===== src/rtl/sram_rw_arbiter.sv =====
// Two-port round-robin arbiter in front of a single-port RW0 SRAM macro.
// Clears the array after reset, then serves one access per cycle.
//
// Ports:
//   clock, reset        : clock, async active-high reset
//   reqN_valid/ready    : port N request handshake (N = 0, 1)
//   reqN_write/addr/wdata : port N access (1 = write)
//   respN_valid/rdata   : port N read data, one cycle after the read grant
//   init_done           : array cleared, requests are being served
//   ram_en/wmode/addr/wdata/rdata : RW0 macro port
module sram_rw_arbiter #(
  parameter int ADDR_W = 12,
  parameter int DATA_W = 32,
  parameter bit INIT_EN = 1'b1,
  parameter logic [DATA_W-1:0] INIT_VALUE = '0
) (
  input  logic              clock,
  input  logic              reset,
  input  logic              req0_valid,
  output logic              req0_ready,
  input  logic              req0_write,
  input  logic [ADDR_W-1:0] req0_addr,
  input  logic [DATA_W-1:0] req0_wdata,
  output logic              resp0_valid,
  output logic [DATA_W-1:0] resp0_rdata,
  input  logic              req1_valid,
  output logic              req1_ready,
  input  logic              req1_write,
  input  logic [ADDR_W-1:0] req1_addr,
  input  logic [DATA_W-1:0] req1_wdata,
  output logic              resp1_valid,
  output logic [DATA_W-1:0] resp1_rdata,
  output logic              init_done,
  output logic              ram_en,
  output logic              ram_wmode,
  output logic [ADDR_W-1:0] ram_addr,
  output logic [DATA_W-1:0] ram_wdata,
  input  logic [DATA_W-1:0] ram_rdata
);

  typedef enum logic {
    S_INIT,
    S_RUN
  } state_t;

  localparam state_t S_RST = INIT_EN ? S_INIT : S_RUN;
  localparam logic [ADDR_W-1:0] LAST = '1;

  state_t            state;
  logic [ADDR_W-1:0] cnt;
  logic              last_grant;

  logic run;
  logic init_wr;
  logic gnt0;
  logic gnt1;

  assign run = (state == S_RUN);

  // Gated by reset so the macro sees en = 0 while reset is held.
  assign init_wr = (state == S_INIT) && !reset;

  // On contention the port that did not win last time is served.
  assign gnt0 = run && req0_valid &&
                (!req1_valid || last_grant);
  assign gnt1 = run && req1_valid &&
                (!req0_valid || !last_grant);

  assign req0_ready = gnt0;
  assign req1_ready = gnt1;

  always_comb begin
    ram_en    = 1'b0;
    ram_wmode = 1'b0;
    ram_addr  = '0;
    ram_wdata = '0;
    unique case (1'b1)
      init_wr: begin
        ram_en    = 1'b1;
        ram_wmode = 1'b1;
        ram_addr  = cnt;
        ram_wdata = INIT_VALUE;
      end
      gnt0: begin
        ram_en    = 1'b1;
        ram_wmode = req0_write;
        ram_addr  = req0_addr;
        ram_wdata = req0_wdata;
      end
      gnt1: begin
        ram_en    = 1'b1;
        ram_wmode = req1_write;
        ram_addr  = req1_addr;
        ram_wdata = req1_wdata;
      end
      default: ;
    endcase
  end

  always_ff @(posedge clock or posedge reset) begin
    if (reset) begin
      state       <= S_RST;
      cnt         <= '0;
      last_grant  <= 1'b1;
      resp0_valid <= 1'b0;
      resp1_valid <= 1'b0;
      init_done   <= !INIT_EN;
    end else begin
      resp0_valid <= 1'b0;
      resp1_valid <= 1'b0;
      unique case (state)
        S_INIT: begin
          cnt <= cnt + 1'b1;
          if (cnt == LAST) begin
            state     <= S_RUN;
            init_done <= 1'b1;
          end
        end
        S_RUN: begin
          if (gnt0 || gnt1) last_grant <= gnt1;
          resp0_valid <= gnt0 && !req0_write;
          resp1_valid <= gnt1 && !req1_write;
        end
        default: state <= S_RST;
      endcase
    end
  end

  assign resp0_rdata = resp0_valid ? ram_rdata : '0;
  assign resp1_rdata = resp1_valid ? ram_rdata : '0;

endmodule


===== config.mk =====
export PLATFORM = sky130hd
export DESIGN_NAME = sram_rw_arbiter
export DESIGN_NICKNAME = d
export VERILOG_FILES = /design/src/rtl/sram_rw_arbiter.sv
export SDC_FILE = /design/constraint.sdc
export NUM_CORES = 1
export LEC_CHECK = 0
export BUFFER_PORTS_ARGS = -buffer_cell sky130_fd_sc_hd__buf_2
export CAP_MARGIN = 20
export CORE_AREA = 2 2 93 95
export CTS_CLUSTER_SIZE = 24
export DETAILED_ROUTE_END_ITERATION = 16
export DIE_AREA = 0 0 95 97
export HOLD_SLACK_MARGIN = 0.08
export PLACE_DENSITY_LB_ADDON = 0.05
export SLEW_MARGIN = 20
export SYNTH_ARGS = -nofsm -noshare
export SYNTH_HDL_FRONTEND = slang
export SYNTH_SLANG_ARGS = --single-unit
export TNS_END_PERCENT = 20

===== constraint.sdc =====
create_clock -name clock -period 1.24 [get_ports clock]
set_input_delay 0 -clock clock [delete_from_list [all_inputs] [get_ports clock]]
set_output_delay 0 -clock clock [all_outputs]
set_load 0.01 [all_outputs]

* Word level (Yosys, flattened, before mapping)
Index checks and enable logic that the tools add are counted.
** Operators by class
- Add/sub/neg operators :: 1
- Multipliers :: 0
- Div/mod/pow operators :: 0
- $lt $le $gt $ge :: 0
- Eq/ne operators :: 1
- Shifts and indexed selects :: 0
- Mux-type cells :: 10
- Bitwise logic cells :: 1
- Reductions and logical operators :: 19
** Operators with widths (number)
- $mux W32 :: 2
- $pmux W32 S2 :: 1
- $pmux W12 S3 :: 1
- $add A12 B1 Y12 const B :: 1
- $eq A12 B12 Y1 const B :: 1
- $logic_and A1 B1 Y1 :: 7
- $logic_not A1 Y1 :: 6
- $mux W1 :: 5
- $reduce_and A2 Y1 :: 2
- $logic_or A1 B1 Y1 :: 3
- $pmux W1 S3 :: 1
- $reduce_or A3 Y1 :: 1
- $not A1 Y1 :: 1
** Storage, ports and cells
- Bits in registers :: 17
- Latch bits :: 0
- Memory bits (writable) :: 0
- Bits in read-only memories :: 0
- Bits of input ports :: 126
- Output and inout port bits :: 115
- Word-level logic and storage cells :: 38
- Memories kept :: 0

* Longest topological paths before layout
Gate-level depths: netlist (run 1).
- Word-level depth :: 5
- Depth in mapped cells :: 6

* Least setup slack after synthesis (run 1)
No wires, ideal clock.
- Path type :: register to register
- Start :: register cnt[0]
- End :: register state (netlist: run)
- Setup time :: 127 ps
- Data arrival time :: 1078 ps
- Setup slack :: 35 ps
- Cell stages (with the launch flop) :: 5
- Buffers on the path :: 0
- Clock period less this slack :: 1205 ps
- Cell sequence :: dfrtp_1 -> ha_1 -> nand3_1 -> nor3_1 -> or2_2
** Between the ends
- Cells in the longest elaborated chain, start to end :: 3
** RTL lines
- from (decl) :: RTL line 50 : logic [ADDR_W-1:0] cnt;
- from (signal assigned) :: RTL line 113 : cnt <= cnt + 1'b1;
- $eq A12 B12 Y1 :: RTL line 114 : if (cnt == LAST) begin
- $mux W1 :: RTL line 114
- $mux W1 :: RTL line 111 : unique case (state)
- to (signal assigned) :: RTL line 102 : state <= S_RST;
- to (signal assigned) :: RTL line 115 : state <= S_RUN;
- to (signal assigned) :: RTL line 124 : default: state <= S_RST;
- to (decl) :: RTL line 49 : state_t state;
Every way passes these cells.
A chain may end at the register's enable or synchronous reset.

* Final worst setup path (run 1)
- Start :: register last_grant
- End :: output port ram_addr[10]
** Between the ends
- Cells in the longest elaborated chain, start to end :: 4
** RTL lines
- from (decl) :: RTL line 51 : logic last_grant;
- from (signal assigned) :: RTL line 120 : if (gnt0 || gnt1) last_grant <= gnt1;
- $logic_not A1 Y1 :: RTL line 67 : (!req0_valid || !last_grant);
- $logic_or A1 B1 Y1 :: RTL line 67
- $logic_and A1 B1 Y1 :: RTL line 66 : assign gnt1 = run && req1_valid &&
- $pmux W12 S3 (*) :: RTL line 77 : unique case (1'b1)
- to (decl) :: RTL line 36 : output logic [ADDR_W-1:0] ram_addr,
Every way passes the cells marked *; elsewhere a longest branch is shown, timed or not.

==> results.py, run 1 <==
metrics = {
    "status": {
        "outcome": "finished, violations left",
        "violations": "setup timing",
    },
    "clock_network": {
        "cts_buffers": 3,
        "insertion_delay_ps": 260,
        "cts_max_path_buffers": 2,
        "htree_levels": 1,
        "cts_tree": "done",
        "clkTransAtPathRegs_ps": 70,
        "clock_tree.root_cell": "clkbuf_8",
        "clkSinkCount": 17,
    },
    "worst_setup_path": {
        "crit_slowest_cell": "dfstp_2",
        "regToRegEndpoint": "cnt[7]",
        "path_delay_family": "flip-flops",
        "end_kind": "primary output",
        "cp_cell_sequence": "a21oi_4 -> buf_12 -> a221o_1 -> buf_2",
        "rr_startpoint": "run",
        "path_class": "reg2out",
        "arrival_ps": 1570,
        "reg2reg_slack_ps": -110,
        "cp.required_ps": 1240,
        "cp_num_buf_inv": 2,
        "crit_fanout": 22,
        "reg2reg_depth": 6,
        "worstSetupStartpointType": "register",
        "slowest_delay_ps": 580,
    },
    "global_route": {
        "grt_usage_pct": 18.6,
        "grt_pass1_vias": 2438,
        "grt_max_degree": 35,
        "antenna_found_initial": 0,
        "grt.overflow.total": 0,
        "grt_pass1_wl_um": 13300,
    },
    "logic_synthesis": {
        "synth_most_common_cell": "and2_1",
        "synth_edf_count": 0,
        "ys_ff_latch": 17,
        "yosys.area.top_type_share_pct": 24.5,
        "syn_nets": 332,
        "yosysWarnings": 0,
        "netlist_area_um2": 1760,
        "async_flop_share_pct": 100,
        "syn_inst": 205,
        "synth_top_area_cell": "and2_1",
        "synth_common_cells": "and2_1 (69), a22o_1 (32), dfrtp_1 (16)",
        "ys.flop_type": "dfrtp_1",
        "yosys.cell_types.count": 30,
        "avgSynthCellArea_um2": 8.58,
        "synth-seq-area-share_pct": 24.3,
        "netlist_top_cells_area": "and2_1 (25%), dfrtp_1 (23%), a22o_1 (16%), a221o_1 (7.4%), xor2_1 (3.0%)",
    },
    "timing": {
        "holdWs_ps": 60.5,
        "setup_ws_ps": -332,
        "finalCriticalPeriod_ps": 1570,
        "fin_skew_ps": 5.23,
        "fin_setup_tns_ps": -13750,
        "drv_slew": 0,
        "max_freq_mhz": 636,
        "setup_viol": 52,
        "finalHoldViolCount": 0,
        "grt_setup_unrepaired": "yes",
        "max_slew_margin_pct": 82.0,
        "finalCritPeriodShare_pct": 127,
        "worstMarginPinSlew_ps": 270,
    },
    "routing": {
        "drt-initial-drc-count": 50,
        "wire_per_inst_um": 16.5,
        "ant_nets": 0,
        "dr_total_vias": 2523,
        "wl_um": 9240,
        "drcViolationCount": 0,
        "viasPerCell": 4.51,
        "first_pass_iters": 4,
    },
    "power": {
        "finalPower_mw": 1.25,
        "powerDensity_nw_per_um2": 374,
        "p_leak_nw": 2.07,
        "irDropWorstVdd_uv": 377,
    },
    "cells_and_area": {
        "register_area_um2": 430,
        "area_growth_pct": 90.8,
        "layout-drive-gt1-share_pct": 63.1,
        "multiInputGateArea_um2": 1270,
        "fin_util_pct": 41.3,
        "final_cells": 560,
        "fin_nets": 583,
        "n_antenna_cell": 0,
        "fin_area_um2": 3360,
        "nFillCells": 902,
    },
    "floorplan": {
        "dieArea_um2": 9220,
        "core_um2": 8130,
        "ios": 241,
        "start_util_pct": 21.6,
        "row_count": 33,
        "fp.dieH_um": 97,
        "die_w_um": 95,
    },
    "min_path": {
        "min_path_type": "in2reg",
        "hold_depth": 3,
        "min_from": "req1_valid",
        "holdPathEnd": "last_grant",
    },
    "run": {
        "drv_cap": 0,
    },
    "place": {
        "dp_slack_ps": -179,
        "place_inst": 551,
        "place.gp.congestion": 0.862,
        "dpl_cell_area_um2": 3170,
        "hpwl_um": 7820,
        "numPortBuffers": 240,
    },
}
[cell usage in the layout (no fill, tap or decap), types with 5 or more instances in the layout]
cell type	Yosys	routed
xor2_1	6	6
a221o_1	13	13
and2_1	69	68
buf_2	5	237
and2_0	6	6
dfrtp_1	16	15
a22o_1	32	32
buf_6	2	10
xnor2_1	5	5
buf_4	5	12
[sequential cells by signal (all words and copies together) (netlist names)]
| signal | cells |
|---|---|
| run | 1 |
| cnt | 12 |
| resp1_valid | 1 |
| last_grant | 1 |
| init_done | 1 |
| resp0_valid | 1 |
[cells by family (layout without fill, tap and decap cells)]
| logic type | after synthesis | count (layout) | share of synthesized area [%] |
|---|---|---|---|
| AND/OR/NAND/NOR | 103 | 103 | 36.8 |
| AO/OA/AOI/OAI | 50 | 50 | 25.1 |
| buffers and inverters | 22 | 272 | 6.97 |
| flip-flops | 17 | 17 | 24.3 |
| XOR/XNOR | 11 | 11 | 5.48 |
| adder cells (fa/ha/maj) | 1 | 1 | 0.711 |
| multiplexers | 1 | 1 | 0.640 |
[cell type report]
| class | instances | share of cell area [%] |
|---|---|---|
| clock inverters | 1 | 0.149 |
| inverters | 4 | 0.522 |
| well taps | 105 | 3.91 |
| multi-input cells | 166 | 37.9 |
| flip-flops and latches | 17 | 12.8 |
| clock buffers | 3 | 1.23 |
| repair buffers | 264 | 43.5 |
[worst max path at each step]
stage | cells past startpoint | slack [ps] | to | from
5_1_grt | 6 | -400 | ram_addr[6] | run
3_3_place_gp | 4 | -170 | ram_addr[1] | run
3_5_place_dp | 4 | -180 | ram_addr[5] | run
2_1_floorplan | 4 | 30 | run | cnt[0]
6_report | 4 | -330 | ram_addr[10] | last_grant
4_1_cts | 6 | -330 | ram_wmode | run
[layer usage]
| layer | vias up | global-route usage (%) | wire length, um |
|---|---|---|---|
| met1 | 1170 | 22.3 | 3750 |
| met4 | 0 | 3.90 | 100 |
| met5 | - | 0 | 0 |
| met2 | 115 | 33.4 | 4570 |
| li1 | 1229 | - | - |
| met3 | 9 | 4.36 | 817 |
[worst reg2reg max path, cell delays in order, from the launching register on]
cell and delay [ps]:
dfrtp_1 370, buf_4 150, buf_6 130, nand4b_4 210, buf_6 160, nor2_2 110
xor2_1 150
[power breakdown]
part           switching (mW)  internal [mW]  total [mW]
Combinational           0.110          0.163       0.273
Sequential                  0          0.555       0.555
Clock                   0.203          0.224       0.427
Total                   0.313          0.942        1.25
[what timing repair did]
item                                    CTS  global route
setup buffers                             2             0
pin swaps                                17            13
hold endpoints to repair                 20             0
gates cloned                              0             0
hold buffers                              3             0
resized for setup                        18            10
endpoints found under the setup margin   88            63
Note: power is estimated with default switching activity, not from simulation.
==> inputs of run 2 (changes only) <==
==> constraint.sdc (replaced) <==
create_clock -name clock -period 1.24 [get_ports clock]
set_input_delay 0 -clock clock [delete_from_list [all_inputs] [get_ports clock]]
set_output_delay 0 -clock clock [all_outputs]
set_load 0.1 [all_outputs]
==> run 2 against run 1 <==
Net effect: wire length grew 11%; largest cell class unchanged; fmax shrank 6.7%; the flow still finishes with violations (setup timing); clock skew shrank 4.6 ps.
==> results.py, run 2 (synthesis results as in run 1) <==
metrics = {
    "timing": {
        "finalHoldViolCount": 0,
        "finalCritPeriodShare_pct": 136,
        "fin_setup_tns_ps": -23400,
        "setup_ws_ps": -445,
        "fin_skew_ps": 0.655,
        "max_freq_mhz": 594,
        "finalCriticalPeriod_ps": 1680,
        "setup_viol": 116,
        "grt_setup_unrepaired": "yes",
        "max_slew_margin_pct": 68.2,
        "worstMarginPinSlew_ps": 476,
        "drv_slew": 0,
    },
    "worst_setup_path": {
        "crit_fanout": 8,
        "worstSetupStartpointType": "register",
        "slowest_delay_ps": 450,
        "crit_top_cell": "buf_12",
        "cp_cell_sequence": "nand2_2 -> a21oi_4 -> buf_6 -> buf_12 -> a221o_2 -> buf_12",
        "arrival_ps": 1680,
        "path_delay_family": "flip-flops",
        "cp_num_buf_inv": 3,
        "end_kind": "primary output",
        "crit_slowest_cell": "dfrtp_2",
        "path_class": "reg2out",
        "cp.required_ps": 1240,
    },
    "routing": {
        "wl_met1_um": 3590,
        "drt-initial-drc-count": 57,
        "viasPerCell": 4.49,
        "met2WireLength_um": 5790,
        "drcViolationCount": 0,
        "wire_per_inst_um": 18.0,
        "ant_nets": 0,
        "dr_total_vias": 2543,
        "wl_um": 10200,
        "routed.top_layer": "met4",
        "first_pass_iters": 4,
        "wl_met3_um": 632,
    },
    "global_route": {
        "grt_pass1_vias": 2695,
        "grt_pass1_wl_um": 15500,
        "grt_usage_pct": 21.4,
        "grt_max_degree": 34,
        "grt.overflow.total": 0,
        "antenna_found_initial": 0,
    },
    "power": {
        "combPwrFrac_pct": 29.7,
        "powerDensity_nw_per_um2": 236,
        "power_switching_uw": 372,
        "swShare_pct": 27.5,
        "p_leak_nw": 2.74,
        "p_int_uw": 979,
        "clock_power_share_pct": 29.2,
        "irDropWorstVdd_uv": 387,
        "p_seq_share_pct": 41.1,
    },
    "run": {
        "drv_cap": 0,
    },
    "place": {
        "hpwl_um": 8670,
        "place.gp.congestion": 0.796,
        "dpl_cell_area_um2": 5460,
        "numPortBuffers": 240,
    },
    "cells_and_area": {
        "layout-drive-gt1-share_pct": 87.4,
        "register_area_um2": 435,
        "largest_reg_flops": 12,
        "largest_register": "cnt",
        "n_antenna_cell": 0,
        "layout_common_cells": "buf_2 (125), buf_12 (119), and2_4 (60)",
        "final_common_cell": "buf_2",
        "fin_area_um2": 5730,
        "fin_nets": 590,
        "multiInputGateArea_um2": 1810,
        "area_growth_pct": 226,
        "nFillCells": 563,
    },
    "clock_network": {
        "clock_tree.root_cell": "clkbuf_8",
        "cts_max_path_buffers": 2,
        "clkTransAtPathRegs_ps": 60,
        "htree_levels": 1,
        "clkSinkCount": 17,
        "insertion_delay_ps": 240,
        "cts_tree": "done",
        "cts_buffers": 3,
    },
    "floorplan": {
        "die_w_um": 95,
        "fp.dieH_um": 97,
        "ios": 241,
        "start_util_pct": 21.6,
        "dieArea_um2": 9220,
        "core_um2": 8130,
        "row_count": 33,
    },
    "min_path": {
        "min_path_type": "in2reg",
    },
    "status": {
        "violations": "setup timing",
        "outcome": "finished, violations left",
    },
}
## run 2: cell types whose count changed in the layout (fill, tap and decap cells not counted), sizes merged
cell / delta
clkinv: -1
clkbuf: +3
buf: +5
## run 2: path summary, 6_finish.rpt
| kind | start | endpoint | slack [ps] | depth (start not counted) |
|---|---|---|---|---|
| worst max-delay path | run | ram_addr[7] | -440 | 6 |
| worst min-delay path | req1_valid | last_grant | 80 | 3 |
| worst max register to register | run | cnt[11] | -100 | 4 |
| worst min register to register | init_done | init_done | 480 | 1 |
| max in group asynchronous | reset | last_grant | 230 | 5 |
| min in group asynchronous | reset | cnt[10] | 480 | 4 |
## run 2: per-layer routing
| metal | track usage (%) | vias to the layer above |
|---|---|---|
| li1 | - | 1243 |
| met1 | 23.6 | 1197 |
| met2 | 41.3 | 91 |
| met3 | 3.82 | 12 |
| met4 | 4.79 | 0 |
| met5 | 0 | - |
## run 2: layout make-up
type	instances	area share, %
repair buffers	271	57.5
well taps	105	2.29
inverters	4	0.262
flip-flops and latches	17	7.59
clock buffers	4	0.786
multi-input cells	166	31.5
## run 2: power groups by stage
| stage | combinational (mW) | sequential [mW] | clock [mW] |
|---|---|---|---|
| 6_report | 0.401 | 0.555 | 0.395 |
| 5_1_grt | 0.435 | 0.554 | 0.434 |
| 4_1_cts | 0.403 | 0.555 | 0.405 |
| 3_5_place_dp | 0.393 | 0.565 | 0 |
| 3_3_place_gp | 0.386 | 0.565 | 0 |
| 2_1_floorplan | 0.0962 | 0.565 | 0 |
## run 2: worst min-delay path: cells and delay by family
kind	cells	cell delay [ps]
buf+inv	1	130
simple gates	1	100
compound gates	1	80
## run 2: through the flow
stage	cells	total power [mW]	hold WS [ps]	utilization, %	worst slack [ps]
finish	567	1.35	82.9	70.5	-445
global route	567	1.42	139	70.5	-506
CTS	565	1.36	82.7	69.2	-451
detailed placement	555	0.958	169	67.1	-357
global placement	555	0.951	168	67.1	-280
floorplan	205	0.661	-74.6	-	-129
## run 2: timing repair
| action | CTS | global route |
|---|---|---|
| setup endpoints to repair | 118 | 123 |
| hold endpoints to repair | 12 | 0 |
| resized for setup | 16 | 22 |
| buffers inserted | 2 | 2 |
| pin swaps | 31 | 45 |
| hold buffers | 3 | 0 |
| gates cloned | 1 | 2 |
==> inputs of run 3 (changes only) <==
--- a/config.mk
+++ b/config.mk
@@ -13,6 +13,7 @@
 export DIE_AREA = 0 0 95 97
 export HOLD_SLACK_MARGIN = 0.08
 export PLACE_DENSITY_LB_ADDON = 0.05
+export SETUP_SLACK_MARGIN = 0.15
 export SLEW_MARGIN = 20
 export SYNTH_ARGS = -nofsm -noshare
 export SYNTH_HDL_FRONTEND = slang
==> run 3 against run 2 <==
Net effect: the run still ends with setup timing left; non-clock buffer count up 1; core utilization increased by 0.25 points; first-iteration DRC count down 12%; global-route usage down 0.57 points; clock skew grew 5.5 ps; final cell count increased by 0.35%; clock power is 18% higher; clock-buffer cell count decreased by 1; sequential power about the same; largest power group unchanged; highest routed layer unchanged.
==> results.py, run 3 (synthesis results as in run 1) <==
metrics = {
    "timing": {
        "fin_setup_tns_ps": -27320,
        "max_freq_mhz": 579,
        "finalHoldViolCount": 0,
        "setup_viol": 115,
        "finalCriticalPeriod_ps": 1730,
        "worstMarginPinSlew_ps": 485,
        "holdWs_ps": 85.1,
        "fin_skew_ps": 6.12,
        "setup_ws_ps": -488,
        "grt_setup_unrepaired": "yes",
        "drv_slew": 0,
        "finalCritPeriodShare_pct": 139,
        "max_slew_margin_pct": 67.9,
    },
    "worst_setup_path": {
        "path_class": "reg2out",
        "arrival_ps": 1730,
        "rr_startpoint": "run",
        "end_kind": "primary output",
        "crit_fanout": 8,
        "worstSetupStartpointType": "register",
        "crit_path_start": "last_grant",
        "cp.required_ps": 1240,
    },
    "routing": {
        "met2WireLength_um": 5760,
        "dr_total_vias": 2611,
        "routed.top_layer": "met4",
        "wire_per_inst_um": 18.0,
        "viasPerCell": 4.59,
        "wl_met3_um": 759,
        "ant_nets": 0,
        "drcViolationCount": 0,
        "wl_um": 10300,
        "wl_met1_um": 3510,
        "first_pass_iters": 4,
        "drt-initial-drc-count": 50,
    },
    "clock_network": {
        "htree_levels": 1,
        "cts_buffers": 3,
        "clkSinkCount": 17,
        "cts_tree": "done",
        "cts_max_path_buffers": 2,
        "clock_tree.root_cell": "clkbuf_8",
        "clkTransAtPathRegs_ps": 70,
        "insertion_delay_ps": 270,
    },
    "global_route": {
        "grt_pass1_vias": 2653,
        "grt_pass1_wl_um": 15000,
        "antenna_found_initial": 1,
        "grt_usage_pct": 20.8,
        "grt_max_degree": 34,
        "grt.overflow.total": 0,
    },
    "status": {
        "violations": "setup timing",
        "outcome": "finished, violations left",
    },
    "floorplan": {
        "core_um2": 8130,
        "dieArea_um2": 9220,
        "start_util_pct": 21.6,
        "row_count": 33,
        "ios": 241,
        "die_w_um": 95,
        "fp.dieH_um": 97,
    },
    "place": {
        "place_inst": 552,
        "dpl_cell_area_um2": 5460,
        "hpwl_um": 8480,
        "place.gp.congestion": 0.821,
        "numPortBuffers": 240,
    },
    "power": {
        "irDropWorstVdd_uv": 638,
        "finalPower_mw": 1.42,
        "powerDensity_nw_per_um2": 247,
        "p_leak_nw": 2.75,
    },
    "min_path": {
        "min_from": "req1_valid",
        "min_path_type": "in2reg",
    },
    "cells_and_area": {
        "final_cells": 569,
        "final_common_cell": "buf_2",
        "layout_common_cells": "buf_2 (126), buf_12 (121), and2_4 (60)",
        "largest_register": "cnt",
        "largest_reg_flops": 12,
        "fin_nets": 591,
        "fin_area_um2": 5750,
        "layout-drive-gt1-share_pct": 87.3,
        "area_growth_pct": 227,
    },
    "run": {
        "drv_cap": 0,
    },
}
run 3: power breakdown:
group | switching [mW] | internal, mW
clock | 0.238 | 0.228
combinational | 0.203 | 0.196
sequential | 0 | 0.554
run 3: worst max-delay path, cell delays in order, from the launching register on:
cell and delay [ps]:
dfstp_2 580, inv_2 60, a21oi_4 160, buf_4 180, buf_12 130, a221o_2 170, buf_12 170
run 3: per-layer routing:
metal  up-vias  global-route usage, %
met1      1235                   22.0
met5         -                      0
met2       110                   39.9
li1       1247                      -
met3        19                   4.91
met4         0                   5.69
run 3: area by class of cell:
class,instances,area (um^2)
timing repair buffer,272,3320
clock buffer,3,41.3
clock inverter,1,7.51
multi-input combinational,166,1800
tap,105,131
inverter,4,15.0
antenna,1,2.50
fill,583,2380
sequential,17,437
run 3: stage by stage:
stage / setup slack (ps) / util (%)
finish: -488 / 70.7
global route: -536 / 70.7
CTS: -456 / 68.9
detailed placement: -358 / 67.1
global placement: -347 / 67.1
floorplan: -129 / -
run 3: worst paths after layout:
path                       slack [ps]  cells past startpoint     endpoint
max                              -490                      6  ram_addr[0]
min                                90                      3   last_grant
max reg2reg                       -90                      4       cnt[9]
min reg2reg                       460                      1    init_done
max in group asynchronous         350                      5       cnt[3]
min in group asynchronous         430                      4      cnt[10]
run 3: timing repair:
action	4_1_cts	5_1_grt
gates resized for setup	6	10
gates cloned	0	4
hold buffers	3	0
endpoints found under the hold margin	11	0
setup buffers	3	2
endpoints found under the setup margin	128	128
pin swaps	38	31
